### src/rtl/seg_share_pkg.sv
// Shared definitions for the seven-segment display sharing logic.
//   state_e     : display owner / FSM state; the encoding is also the cur_src code
//   BLANK_CODE_DEF, SEP_CODE : nibble codes understood by the scan driver
//   DIG_*_LSB   : low bit of each BCD digit inside the packed display word
//   next_mode() : mode-button rotation, digit_lsb() : digit index -> nibble LSB
package seg_share_pkg;

  typedef enum logic [1:0] {
    S_CLK   = 2'd0,
    S_SW    = 2'd1,
    S_SET   = 2'd2,
    S_ALARM = 2'd3
  } state_e;

  localparam logic [3:0] BLANK_CODE_DEF = 4'hE;
  localparam logic [3:0] SEP_CODE       = 4'hF;

  // Packed word layout {H1,H0,F,M1,M0,F,S1,S0}
  localparam int unsigned DIG_S0_LSB = 0;
  localparam int unsigned DIG_S1_LSB = 4;
  localparam int unsigned DIG_M0_LSB = 12;
  localparam int unsigned DIG_M1_LSB = 16;
  localparam int unsigned DIG_H0_LSB = 24;
  localparam int unsigned DIG_H1_LSB = 28;
  localparam int unsigned NUM_DIGITS = 6;

  // Digit index follows edit_pos bit order: 0=S0 .. 5=H1
  function automatic int unsigned digit_lsb(input int unsigned idx);
    case (idx)
      0:       digit_lsb = DIG_S0_LSB;
      1:       digit_lsb = DIG_S1_LSB;
      2:       digit_lsb = DIG_M0_LSB;
      3:       digit_lsb = DIG_M1_LSB;
      4:       digit_lsb = DIG_H0_LSB;
      default: digit_lsb = DIG_H1_LSB;
    endcase
  endfunction

  // Mode button rotation; the alarm screen is not part of the rotation
  function automatic state_e next_mode(input state_e s);
    case (s)
      S_CLK:   next_mode = S_SW;
      S_SW:    next_mode = S_SET;
      S_SET:   next_mode = S_CLK;
      default: next_mode = s;
    endcase
  endfunction

endpackage

### src/rtl/seg_share_ctrl_blink_gen.sv
// Free-running blink phase generator, shared by the edit screens.
//   clk, rst (async, active-low)
//   blink_phase : toggles every BLINK_HALF clk cycles (0 out of reset)
module blink_gen #(
  parameter int unsigned BLINK_HALF = 25_000_000
) (
  input  logic clk,
  input  logic rst,
  output logic blink_phase
);

  localparam int unsigned CNT_W = (BLINK_HALF > 1) ? $clog2(BLINK_HALF) : 1;
  localparam logic [CNT_W-1:0] CNT_MAX = CNT_W'(BLINK_HALF - 1);

  logic [CNT_W-1:0] cnt_q;
  logic             phase_q;

  always_ff @(posedge clk or negedge rst) begin
    if (!rst) begin
      cnt_q   <= '0;
      phase_q <= 1'b0;
    end else if (cnt_q == CNT_MAX) begin
      cnt_q   <= '0;
      phase_q <= ~phase_q;
    end else begin
      cnt_q   <= cnt_q + 1'b1;
    end
  end

  assign blink_phase = phase_q;

endmodule

### src/rtl/seg_share_ctrl.sv
// Arbiter for the shared 8-digit seven-segment display word.
// Chooses clock time, stopwatch or set-mode word, lets an alarm pre-empt the
// display for ALARM_HOLD seconds (or until acknowledged) and blinks digits.
//   clk, rst (async, active-low)
//   mode_pulse         : one-cycle mode button edge, rotates CLK->SW->SET->CLK
//   src0/1/2_data[31:0]: clock / stopwatch / set-mode packed BCD words
//   edit_pos[5:0]      : one-hot digit being edited in set mode
//   alarm_req          : level alarm request (rising edge enters alarm)
//   alarm_ack          : one-cycle alarm acknowledge
//   disp_data[31:0]    : registered display word
//   cur_src[1:0]       : current owner (state encoding)
//   alarm_active       : high while in the alarm state
module seg_share_ctrl
  import seg_share_pkg::*;
#(
  parameter int unsigned BLINK_HALF  = 25_000_000,
  parameter int unsigned TICK_CYCLES = 100_000_000,
  parameter int unsigned ALARM_HOLD  = 10,
  parameter logic [3:0]  BLANK_CODE  = BLANK_CODE_DEF
) (
  input  logic        clk,
  input  logic        rst,
  input  logic        mode_pulse,
  input  logic [31:0] src0_data,
  input  logic [31:0] src1_data,
  input  logic [31:0] src2_data,
  input  logic [5:0]  edit_pos,
  input  logic        alarm_req,
  input  logic        alarm_ack,
  output logic [31:0] disp_data,
  output logic [1:0]  cur_src,
  output logic        alarm_active
);

  localparam int unsigned TICK_W = (TICK_CYCLES > 1) ? $clog2(TICK_CYCLES) : 1;
  localparam logic [TICK_W-1:0] TICK_MAX  = TICK_W'(TICK_CYCLES - 1);
  localparam logic [5:0]        HOLD_LAST = 6'(ALARM_HOLD - 1);

  state_e             state_q, state_d;
  state_e             saved_q, saved_d;
  logic [TICK_W-1:0]  tick_q, tick_d;
  logic [5:0]         hold_q, hold_d;
  logic               alarm_req_q;
  logic [31:0]        disp_q, disp_d;
  logic [1:0]         cur_src_q;
  logic               alarm_active_q;

  logic blink_phase;
  logic alarm_edge;
  logic tick_wrap;
  logic edit_onehot;

  blink_gen #(
    .BLINK_HALF (BLINK_HALF)
  ) u_blink (
    .clk         (clk),
    .rst         (rst),
    .blink_phase (blink_phase)
  );

  assign alarm_edge  = alarm_req & ~alarm_req_q;
  assign tick_wrap   = (tick_q == TICK_MAX);
  assign edit_onehot = (edit_pos != 6'd0) && ((edit_pos & (edit_pos - 6'd1)) == 6'd0);

  // Next-state and alarm hold timing
  always_comb begin
    state_d = state_q;
    saved_d = saved_q;
    tick_d  = tick_q;
    hold_d  = hold_q;
    if (state_q == S_ALARM) begin
      // Leave on the tick that would bring the hold count to ALARM_HOLD, so
      // the alarm is shown for exactly ALARM_HOLD*TICK_CYCLES cycles.
      // An ack outranks a simultaneous re-trigger edge.
      if (alarm_ack || (tick_wrap && hold_q == HOLD_LAST)) begin
        state_d = saved_q;
        tick_d  = '0;
        hold_d  = '0;
      end else if (alarm_edge) begin
        tick_d  = '0;
        hold_d  = '0;
      end else if (tick_wrap) begin
        tick_d  = '0;
        hold_d  = hold_q + 6'd1;
      end else begin
        tick_d  = tick_q + 1'b1;
      end
    end else if (alarm_edge) begin
      // Alarm outranks a coincident mode press; remember the pre-press owner
      saved_d = state_q;
      state_d = S_ALARM;
      tick_d  = '0;
      hold_d  = '0;
    end else if (mode_pulse) begin
      state_d = next_mode(state_q);
    end
  end

  // Display word selection, driven from the current (not next) state
  always_comb begin
    disp_d = src0_data;
    case (state_q)
      S_CLK: disp_d = src0_data;
      S_SW:  disp_d = src1_data;
      S_SET: begin
        disp_d = src2_data;
        if (blink_phase && edit_onehot) begin
          for (int unsigned i = 0; i < NUM_DIGITS; i++) begin
            if (edit_pos[i]) disp_d[digit_lsb(i) +: 4] = BLANK_CODE;
          end
        end
      end
      default: begin
        disp_d = src0_data;
        if (blink_phase) begin
          // Separator nibbles stay lit while every digit blinks
          for (int unsigned i = 0; i < NUM_DIGITS; i++) begin
            disp_d[digit_lsb(i) +: 4] = BLANK_CODE;
          end
        end
      end
    endcase
  end

  always_ff @(posedge clk or negedge rst) begin
    if (!rst) begin
      state_q        <= S_CLK;
      saved_q        <= S_CLK;
      tick_q         <= '0;
      hold_q         <= '0;
      alarm_req_q    <= 1'b0;
      disp_q         <= 32'h0000_0000;
      cur_src_q      <= 2'd0;
      alarm_active_q <= 1'b0;
    end else begin
      state_q        <= state_d;
      saved_q        <= saved_d;
      tick_q         <= tick_d;
      hold_q         <= hold_d;
      alarm_req_q    <= alarm_req;
      disp_q         <= disp_d;
      cur_src_q      <= state_d;
      alarm_active_q <= (state_d == S_ALARM);
    end
  end

  assign disp_data    = disp_q;
  assign cur_src      = cur_src_q;
  assign alarm_active = alarm_active_q;

endmodule

### config.mk
export PLATFORM = sky130hd
export DESIGN_NAME = seg_share_ctrl
export DESIGN_NICKNAME = d
export VERILOG_FILES = /design/src/rtl/seg_share_pkg.sv /design/src/rtl/seg_share_ctrl_blink_gen.sv /design/src/rtl/seg_share_ctrl.sv
export SDC_FILE = /design/constraint.sdc
export NUM_CORES = 1
export LEC_CHECK = 0
export BUFFER_PORTS_ARGS = -buffer_cell sky130_fd_sc_hd__buf_2
export CORE_MARGIN = 3
export CORE_UTILIZATION = 30
export DETAILED_ROUTE_END_ITERATION = 16
export MAX_ROUTING_LAYER = met4
export PLACE_DENSITY_LB_ADDON = 0.1
export SLEW_MARGIN = 0
export SYNTH_ARGS = -nofsm -noshare
export SYNTH_HDL_FRONTEND = slang
export SYNTH_SLANG_ARGS = --single-unit
### constraint.sdc
create_clock -name clk -period 2.1 [get_ports clk]
set_clock_uncertainty 0.15 [all_clocks]
set_input_delay 0.105 -clock clk [delete_from_list [all_inputs] [get_ports clk]]
set_output_delay 0.105 -clock clk [all_outputs]
set_load 0.1 [all_outputs]
* Word level (Yosys, flattened, before mapping)
Cells that the tools add are included.
** Storage, ports and cells
- Output and inout port bits :: 35
- Logic and storage cells :: 150
- Bits of input ports :: 107
- Register bits :: 97
** Operators by class
- Add/sub/neg operators :: 16
- Equality and inequality tests :: 7
- Reductions and logical operators :: 12
- Muxes and demuxes :: 77
- Bitwise gates (word level) :: 5
- Shift-type cells :: 24
** Operators by type and width (count)
- 32-bit two-way mux :: 48
- 32-bit negator with 34-bit output :: 12
- 4-bit by 34-bit variable shift with 32-bit output, first input constant :: 12
- 4-bit by 34-bit indexed part select with 32-bit output, first input constant :: 12
- 32-bit bitwise mux :: 12
- 27-bit two-way mux :: 5
- 32-bit one-hot mux with 3 select lines :: 1
- 6-bit two-way mux :: 5
- 27-bit by 1-bit adder with 27-bit output, second input constant :: 1
- 27-bit equality test, second input constant :: 1
- 25-bit by 1-bit adder with 25-bit output, second input constant :: 1
- 25-bit equality test, second input constant :: 1
- 25-bit two-way mux :: 1
- 2-bit two-way mux :: 4
- 6-bit by 1-bit adder with 6-bit output, second input constant :: 1
- 6-bit AND :: 1
- 2-bit equality test, second input constant :: 3
- 6-bit by 4-bit equality test with 1-bit output, second input constant :: 1
- 6-bit logical NOT :: 1
- 2-bit one-hot mux with 3 select lines :: 1
- 6-bit nonzero test :: 1
- 6-bit by 1-bit subtractor with 6-bit output, second input constant :: 1
- 2-bit AND reduction :: 2
- 1-bit logical AND :: 3
- other kinds (8) :: 10

* Longest topological paths before layout
Gate-level depths: netlist of the first run.
- Depth after elaboration :: 33
- Mapped depth :: 9
- Mapped depth without buffers :: 7

* Hierarchy
Synthesis of the first run repeated with hierarchy kept, for this count alone.
** Unflattened totals
- Cell total of the unflattened synthesis :: 576
- Area total of the unflattened synthesis :: 5293.8 um^2
** By module, submodules not included
- seg_share_ctrl :: times used 1, sequential area each 1776.7 um^2, cells an instance 449, area each 3965.1 um^2
- blink_gen :: times used 1, sequential area each 650.6 um^2, cells an instance 127, area each 1328.8 um^2

* Least setup slack after synthesis of the first run
No wires, ideal clock.
- Path type :: flip-flop to flip-flop
- Start point :: register, netlist name cur_src[0]
- End point :: register tick_q[25]
- Library setup time :: 0.082 ns
- Data arrival time :: 2.483 ns
- Path slack :: -0.615 ns
- Stages on the path, launching flop included :: 8
- Period minus slack after synthesis :: 2.715 ns
- Cells stage by stage :: dfrtp_1 -> ha_1 -> clkbuf_1 -> nor2_1 -> nor2_1 -> clkbuf_1 -> nand3_1 -> a31oi_1
** RTL lines
- end signal, assigned :: RTL line seg_share_ctrl.sv:138 : tick_q <= tick_d;
- end, declared :: RTL line seg_share_ctrl.sv:41 : logic [TICK_W-1:0] tick_q, tick_d;

* Worst setup path in the final report of the first run
- Start point :: register tick_q[10]
- End point :: register hold_q[3]
** Between the ends
- Cells in the longest elaborated chain, start to end :: 5
** Ends and longest elaborated chain
- 27-bit equality test (*) :: RTL line seg_share_ctrl.sv:62 : assign tick_wrap = (tick_q == TICK_MAX);
- 1-bit logical AND :: RTL line seg_share_ctrl.sv:75 : if (alarm_ack || (tick_wrap && hold_q == HOLD_LAST)) begin
- 1-bit logical OR :: RTL line seg_share_ctrl.sv:75
- 3-bit nonzero test (no line) / 6-bit two-way mux (equally long branches)
- 2-bit AND reduction (no line) / 6-bit two-way mux (equally long branches)
- end signal, assigned :: RTL line seg_share_ctrl.sv:139 : hold_q <= hold_d;
- end, declared :: RTL line seg_share_ctrl.sv:42 : logic [5:0] hold_q, hold_d;
Mark *: on every way between the ends. The rest lies on a longest branch, timed or not.
A chain may end at the register's enable or synchronous reset.

==> results of run 1 <==
-- through the flow --
| step | area, um^2 | hold slack (ns) |
|---|---|---|
| after floorplan | 5290 | -0.341 |
| after global placement | 6680 | 0.0180 |
| after detailed placement | 6680 | 0.0325 |
| after CTS | 7940 | 0.00319 |
| after global routing | 8010 | 0.0423 |
| final | 8010 | 0.0197 |
-- layout by cell type (no fill, tap or decap), types with 6 or more instances in the layout --
cell type,instances
a21oi_1,27
a221oi_1,23
a22oi_1,14
a31oi_1,24
and3_1,8
and4_1,8
buf_2,140
buf_4,67
clkbuf_16,9
dfrtp_1,95
dlygate4sd3_1,95
ha_1,7
inv_1,14
nand2_1,42
nand2b_1,13
nand3_1,37
nand3b_1,6
nand4_1,20
nor2_1,46
o21ai_0,40
or3_1,8
xnor2_1,10
xor2_1,17
-- state kept, by name (all words and copies together) (netlist names) --
signal,cells
alarm_active,1
alarm_req_q,1
u_blink.blink_phase,1
disp_data,32
tick_q,27
u_blink.cnt_q,25
saved_q,2
hold_q,6
cur_src,2
-- worst max-delay path, stage by stage, from the launching register on --
cell and delay, ns:
dfrtp_1 0.40, nor4_2 0.32, nand4_1 0.13, or4_4 0.52, buf_6 0.15, or4_4 0.40
nand3_1 0.08
-- area by class of cell --
cell class / count / area [um^2]
fillers: 1619 / 8810
repair buffers: 309 / 2270
inverters: 14 / 52.6
diodes: 1 / 2.50
clock inverters: 7 / 53.8
well taps: 220 / 275
clock buffers: 9 / 225
flip-flops and latches: 97 / 2430
multi-input cells: 424 / 2700
-- cell families after synthesis --
logic type | count (synthesis) | share of synthesized area, %
XOR/XNOR | 27 | 4.52
adder cells (fa/ha/maj) | 8 | 1.91
multiplexers | 4 | 0.813
AND/OR/NAND/NOR | 236 | 24.5
buffers and inverters | 50 | 3.71
AO/OA/AOI/OAI | 149 | 18.2
flip-flops | 97 | 46.4
-- power groups by stage --
stage | Clock (mW) | Combinational (mW) | Sequential (mW)
floorplan | 0 | 1.28 | 4.93
finish | 1.58 | 5.21 | 2.40
detailed placement | 0 | 5.04 | 2.44
global route | 1.75 | 5.48 | 2.44
global placement | 0 | 5.00 | 2.43
CTS | 1.66 | 5.20 | 2.40
-- per-layer routing --
layer	vias to the layer above	GRT usage (%)
li1	2689	-
met1	2790	23.8
met2	232	33.0
met3	50	4.90
met4	0	6.45
met5	-	-
-- timing repair --
action	in CTS	in global routing
cloned	0	0
buffers inserted	1	1
hold buffers	95	0
pin swaps	5	9
endpoints found under the setup margin	22	36
endpoints found under the hold margin	75	0
resized for setup	5	17
-- worst paths after layout --
check / from / cells past startpoint / slack (ns) / endpoint
max reg2reg: tick_q[10]$_DFFE_PN0P_ / 6 / -0.11 / hold_q[3]$_DFFE_PN0P_
min reg2reg: u_blink.cnt_q[0]$_DFF_PN0_ / 1 / 0.33 / u_blink.cnt_q[0]$_DFF_PN0_
max: tick_q[10]$_DFFE_PN0P_ / 6 / -0.11 / hold_q[3]$_DFFE_PN0P_
min: src2_data[23] / 3 / 0.02 / disp_data[23]$_DFF_PN0_
min in group asynchronous: rst / 2 / 0.16 / u_blink.cnt_q[5]$_DFF_PN0_
max in group asynchronous: rst / 3 / 0.99 / tick_q[15]$_DFFE_PN0P_
-- cell usage after synthesis, drive strengths merged (13+ instances only) --
cell type	number	area, um^2
a22oi	14	105
clkbuf	30	113
xor2	17	149
dfrtp	97	2430
nand2	44	168
a21oi	28	140
a221oi	23	201
a31oi	24	150
o21ai	43	215
nand4	20	125
nand2b	13	81.3
nor2	47	176
nand3	39	195
inv	14	52.6
==> results by stage, run 1 <==
Floorplan:
- The die is 138 um tall.
- The floorplan step defined a die boundary enclosing 19100 um^2.
- The core footprint is 16800 um^2.
- The width of the die is 138 um.
- The I/O pin total is 142.
- In this run the core area contains 47 standard-cell rows.
- The initial utilization of the core area, before any placement, comes to 31.1%.

Clock tree:
- The clock tree from TritonCTS is yes.
- The number of clock buffers added by TritonCTS is 9.
- The clock slew seen by the registers of the worst setup and hold paths is 0.07 ns.
- The H-tree depth is 3.
- The maximum root-to-sink buffer count is 2.
- Clock latency on the worst-skew pair, taken at its later pin, is 0.35 ns.
- The tree is rooted in a clkbuf_16.
- The clock net in this run drives a total of 97 sinks.

Yosys:
- The sequential fraction of the synthesis area is 46.4%.
- For this run, asynchronously set or reset flops after synthesis account for 100%.
- The number of distinct library cells after synthesis is 47.
- Yosys printed 0 warnings.
- The number of enable-type register cells in the synthesized netlist is 0.
- In this run the cell area of the synthesized design comes to 5230 um^2.
- The most used flip-flop cell after synthesis is dfrtp_1.
- The net count of the mapped netlist is 686.
- The total of flip-flops plus latches after synthesis is 97.
- Synthesis handed over a netlist of 571 instances.
- The mean post-synth cell area is 9.17 um^2.

Detailed routing:
- The wire length on met3 is 1.09 mm.
- The routed layout has 5761 vias.
- In this run the top signal layer used is met4.
- The pre-antenna-repair detailed-routing pass consisted of 5 iterations.
- The count of nets left with antenna violations once routing finished came out at 0.
- The via count normalized by instance count is 5.33.
- The detailed router finished its first iteration with 308 violations.
- The met2 wire length is 9.39 mm.
- The per-cell routed wire length is 17.5 um.
- For this run, design rule violations remaining after detail routing come to 0.
- For this block, wires on met1 add up to 7.87 mm.
- The detailed-route wire length is 18.9 mm.

Cells and area:
- Excluding fillers, the count of instances in the completed layout stands at 1081.
- After the last flow step, the layout net total stands at 970.
- From synthesis to final layout, the design area changed by 53.1%.
- Of the cells placed in the final design, the portion with a size suffix greater than 1 is 30.2%.
- Once layout is complete, the utilization of the core stands at 47.6%.

STA:
- The final-report setup violation count is 15.
- Setup repair after global routing could not meet its margin everywhere.
- The final critical-path share of the clock period is 105%.
- At the pin with the least slew margin, the transition time is 0.624 ns.
- The number of pins exceeding their max-slew limit in the final report was 0.
- The final-report hold violation count was 0.
- The post-layout worst setup margin is -0.108 ns.
- The maximum operating frequency is 453 MHz.
- Measured against its own limit, the worst slew margin works out to 58.4%.
- After routing, the total negative slack on setup checks comes to -0.601 ns.
- The shortest clock period the worst path allows after layout is 2.21 ns.

Power and ir drop:
- Per report_power, the clock group accounts for 17.2% of the total.
- The areal power density over the cells is 1150 nW/um^2.
- In this run the static leakage power is 3.60 nW.
- In this run the power spent charging and discharging nets is 4.90 mW.
- The largest voltage drop on the vdd net is 1.21 mV.
- The internal portion of total power is 4.30 mW.
- Total power for the finished layout comes to 9.19 mW.
- The register share of total power is 26.1%.
- In this run switching power makes up 53.3% of total power.
- Combinational logic burns 56.7% of the power.

Place:
- In this run the tool buffered the top-level ports with 141 buffer cells.
- The number of placed cells counting well taps is 967.
- The setup slack at placement is -0.155 ns.
- The final weighted congestion in routability-driven placement is 0.880.
- Detailed placement ended at an HPWL of 12.8 mm.

Setup path:
- The worst endpoint required time is 2.24 ns.
- The critical path data arrival time is 2.34 ns.
- The path type of the worst setup path is reg2reg.
- The highest fanout seen on the critical path is 4.
- The worst setup path is captured at a flip-flop.
- The kind of start point of the critical path is a flip-flop.

Global routing:
- The number of global-route vias before repair came to 5870.
- The total global-route track usage is 19.9%.
- The number of antenna violations at the first check in global routing is 0.
- The wire length of the first global-routing pass is 30.5 mm.
- The total overflow reported by the global router is 0.
- Entering global routing, the biggest net connects 46 pins.

Flow run:
- Across the run, the number of max-cap violations was 0.

Hold path:
- The min-delay analysis places its worst path in the category in2reg.

Status:
- The final reports fail on setup timing.
- The flow ran to the end, but the final reports show violations.
Note: power is estimated with default switching activity, not from simulation.
==> run 2, diff against run 1 <==
==> constraint.sdc (replaced) <==
create_clock -name clk -period 2.15 [get_ports clk]
set_clock_uncertainty 0.15 [all_clocks]
set_input_delay 0.1075 -clock clk [delete_from_list [all_inputs] [get_ports clk]]
set_output_delay 0.1075 -clock clk [all_outputs]
set_load 0.1 [all_outputs]
==> results by stage, run 2 (synthesis gave the netlist of run 1 again) <==
Clock tree:
- The clock slew seen by the registers of the worst setup and hold paths came to 0.08 ns (about the same).
- The H-tree depth is 3 (unchanged).
- The clock latency reported for the late side of the worst-skew pair was 0.36 ns (about the same).
- TritonCTS built the clock tree.
- Clock tree synthesis selected as its root buffer the cell clkbuf_16.
- The maximum root-to-sink buffer count is 2 (unchanged).
- The number of clock buffers inserted by TritonCTS is 9 (unchanged).
- The clock sink total is 97 (unchanged).

STA:
- The final-report setup violation count was 1 (-14).
- Setup repair after global routing could not meet its margin everywhere.
- The shortest clock period the worst path allows after layout is 2.16 ns (-0.0470 ns).
- The final-report hold violation count is 0 (unchanged).
- The final critical-path share of the clock period is 101% (-4.6 points).
- The number of pins exceeding their max-slew limit in the final report is 0 (unchanged).
- The remaining max-slew budget at the tightest pin came to 63.9% (+5.5 points).
- The maximum operating frequency is 463 MHz (+2.2%).
- The post-layout worst setup margin was -0.0111 ns (+0.0970 ns).
- The slew at the pin closest to its max-slew limit is 0.546 ns (-0.0781 ns).

Setup path:
- The depth of the worst register-to-register path is 7 (+1).
- The critical path data arrival time was 2.30 ns (-0.04 ns).
- The end of the worst register-to-register path is hold_q[3]$_DFFE_PN0P_.
- The worst endpoint required time was 2.29 ns (+0.05 ns).
- The largest individual stage delay along the critical path comes from the cell or4_4.
- The start of the worst register-to-register path is tick_q[0]$_DFFE_PN0P_.
- The worst setup path is captured at a flip-flop.
- The highest cell delay on the worst timing path is 0.50 ns (-0.02 ns).
- The highest fanout seen on the critical path is 5 (+1).
- The worst setup path is of the reg2reg kind.
- The cell repeated most along the worst path is or4_4.
- In this run the worst setup path terminates at hold_q[3]$_DFFE_PN0P_.
- The slack of the worst reg-to-reg path was -0.01 ns (+0.10 ns).
- The first element of the critical path is tick_q[0]$_DFFE_PN0P_.
- Walking the worst path, the cells encountered are ha_4, and3_4, nand2_4, or4_4, buf_6, or4_4, nand3_2.
- The kind of start point of the critical path is a flip-flop.

Detailed routing:
- The via count normalized by instance count was 5.34 (+0.29%).
- The iteration count of the initial detailed-routing pass came to 6 (+1).
- The total via count in the routed design was 5708 (-0.92%).
- The detailed-route wire length came to 18.5 mm (-2.0%).
- The starting DRC count in detailed routing is 373 (+21%).
- The final routed DRC violation total was 0 (unchanged).
- The per-cell routed wire length is 17.3 um (-0.77%).
- The post-detailed-route count of antenna-violating nets is 0 (unchanged).

Power and ir drop:
- The overall power of the completed layout came to 9.28 mW (+0.94%).
- The total leakage power was 3.58 nW (-0.67%).
- The areal power density over the cells is 1160 nW/um^2 (+1.4%).
- The largest voltage drop on the vdd net came to 1.12 mV (-7.5%).

Cells and area:
- The total non-filler cell area in the finished layout is 7980 um^2 (-0.41%).
- The fraction of layout instances using a drive strength above 1 is 29.0% (-1.2 points).
- The area added between synthesis and finish is 52.5%.
- Leaving out fill and tap cells, the most frequent cell in the layout is buf_2.
- The number of flip-flops under the largest register name is 32 (unchanged).
- The number of nets in the final layout is 958 (-1.2%).
- Leaving out fill and tap cells, the most frequent cells in the layout are buf_2, dlygate4sd3_1, dfrtp_1.
- The number of antenna repair diodes is 0 (-1).

Flow run:
- The number of max-cap violations is 0 (unchanged).

Place:
- The number of buffer cells added on primary ports is 141 (unchanged).
- The total cell area at the placement stage is 6610 um^2 (-1.2%).
- The estimated wirelength of the detail-placed design is 12.6 mm (-1.6%).
- The final weighted congestion in routability-driven placement is 0.887 (+0.78%).

Status:
- The flow ran to the end, but the final reports show violations.
- The final reports fail on setup timing.

Global routing:
- The number of antenna violations at the first check in global routing is 0 (unchanged).
- The wire length of the first global-routing pass is 30.0 mm (-1.5%).
- The pin count of the biggest net entering global routing came to 41 (-11%).
- The total global-route track usage is 19.7% (-0.17 points).
- The number of global-route vias before repair came to 5825 (-0.77%).
- The total overflow reported by the global router is 0 (unchanged).

Floorplan:
- The width of the die came to 138 um (unchanged).
- The core footprint came to 16800 um^2 (unchanged).
- The number of core rows is 47 (unchanged).
- The I/O pin total is 142 (unchanged).
- The overall die height was 138 um (unchanged).
- The overall die area is 19100 um^2 (unchanged).
- The initial core utilization is 31.1% (unchanged).

Hold path:
- The path type of the worst min-delay path is in2reg.
- The number of instances on the worst hold path came to 3 (unchanged).
-- run 2: metal layers --
layer / GRT usage [%] / part of all wire, % / vias to the layer above
met1: 24.4 / 43 / 2779
li1: - / - / 2668
met5: - / 0 / -
met2: 31.8 / 49 / 222
met4: 7.90 / 2.7 / 0
met3: 3.83 / 5.2 / 39
-- run 2: worst max-delay path, delay by kind of cell (launching register included) --
| family | cells | cell delay (ns) |
|---|---|---|
| simple gates | 5 | 1.23 |
| flops | 1 | 0.41 |
| fa+ha+maj | 1 | 0.17 |
| buf+inv | 1 | 0.15 |
-- run 2: area by class of cell --
class                      instances  area, um^2
timing repair buffer             297        2190
inverter                          14        52.6
clock buffer                       9         225
fill                            1612        8840
clock inverter                     7         106
tap                              220         275
multi-input combinational        424        2690
sequential                        97        2440
-- run 2: timing repair --
| action | in CTS | in global routing |
|---|---|---|
| gates resized for setup | 4 | 13 |
| setup endpoints to repair | 14 | 22 |
| hold endpoints to repair | 67 | 0 |
| setup buffers | 0 | 2 |
| pin swaps | 2 | 6 |
| hold buffers | 95 | 0 |
-- run 2: worst min path at each step --
stage / to / slack [ns] / startpoint
after floorplan: alarm_active$_DFF_PN0_ / -0.34 / rst
after global placement: disp_data[10]$_DFF_PN0_ / -0.03 / rst
after detailed placement: disp_data[10]$_DFF_PN0_ / -0.02 / rst
after CTS: disp_data[12]$_DFF_PN0_ / 0.007 / src1_data[12]
after global routing: disp_data[4]$_DFF_PN0_ / 0.03 / src1_data[4]
final: disp_data[23]$_DFF_PN0_ / 0.02 / src2_data[23]
-- run 2: where the power goes --
group / switching (mW) / internal (mW)
combinational: 3.88 / 1.21
clock: 0.785 / 1.04
sequential: 0.144 / 2.22
total: 4.81 / 4.47
-- run 2: per-stage QoR --
step	hold WS, ns	setup TNS (ns)	std cells	utilization, %	worst slack, ns
2_1_floorplan	-0.338	0	571	-	0.0412
3_3_place_gp	-0.0345	-0.536	955	39.3	-0.0961
3_5_place_dp	-0.0241	-0.446	955	39.3	-0.0741
4_1_cts	0.00675	-0.0254	1066	47.0	-0.0254
5_1_grt	0.0267	-0.471	1068	47.4	-0.0786
6_report	0.0165	-0.0111	1068	47.4	-0.0111
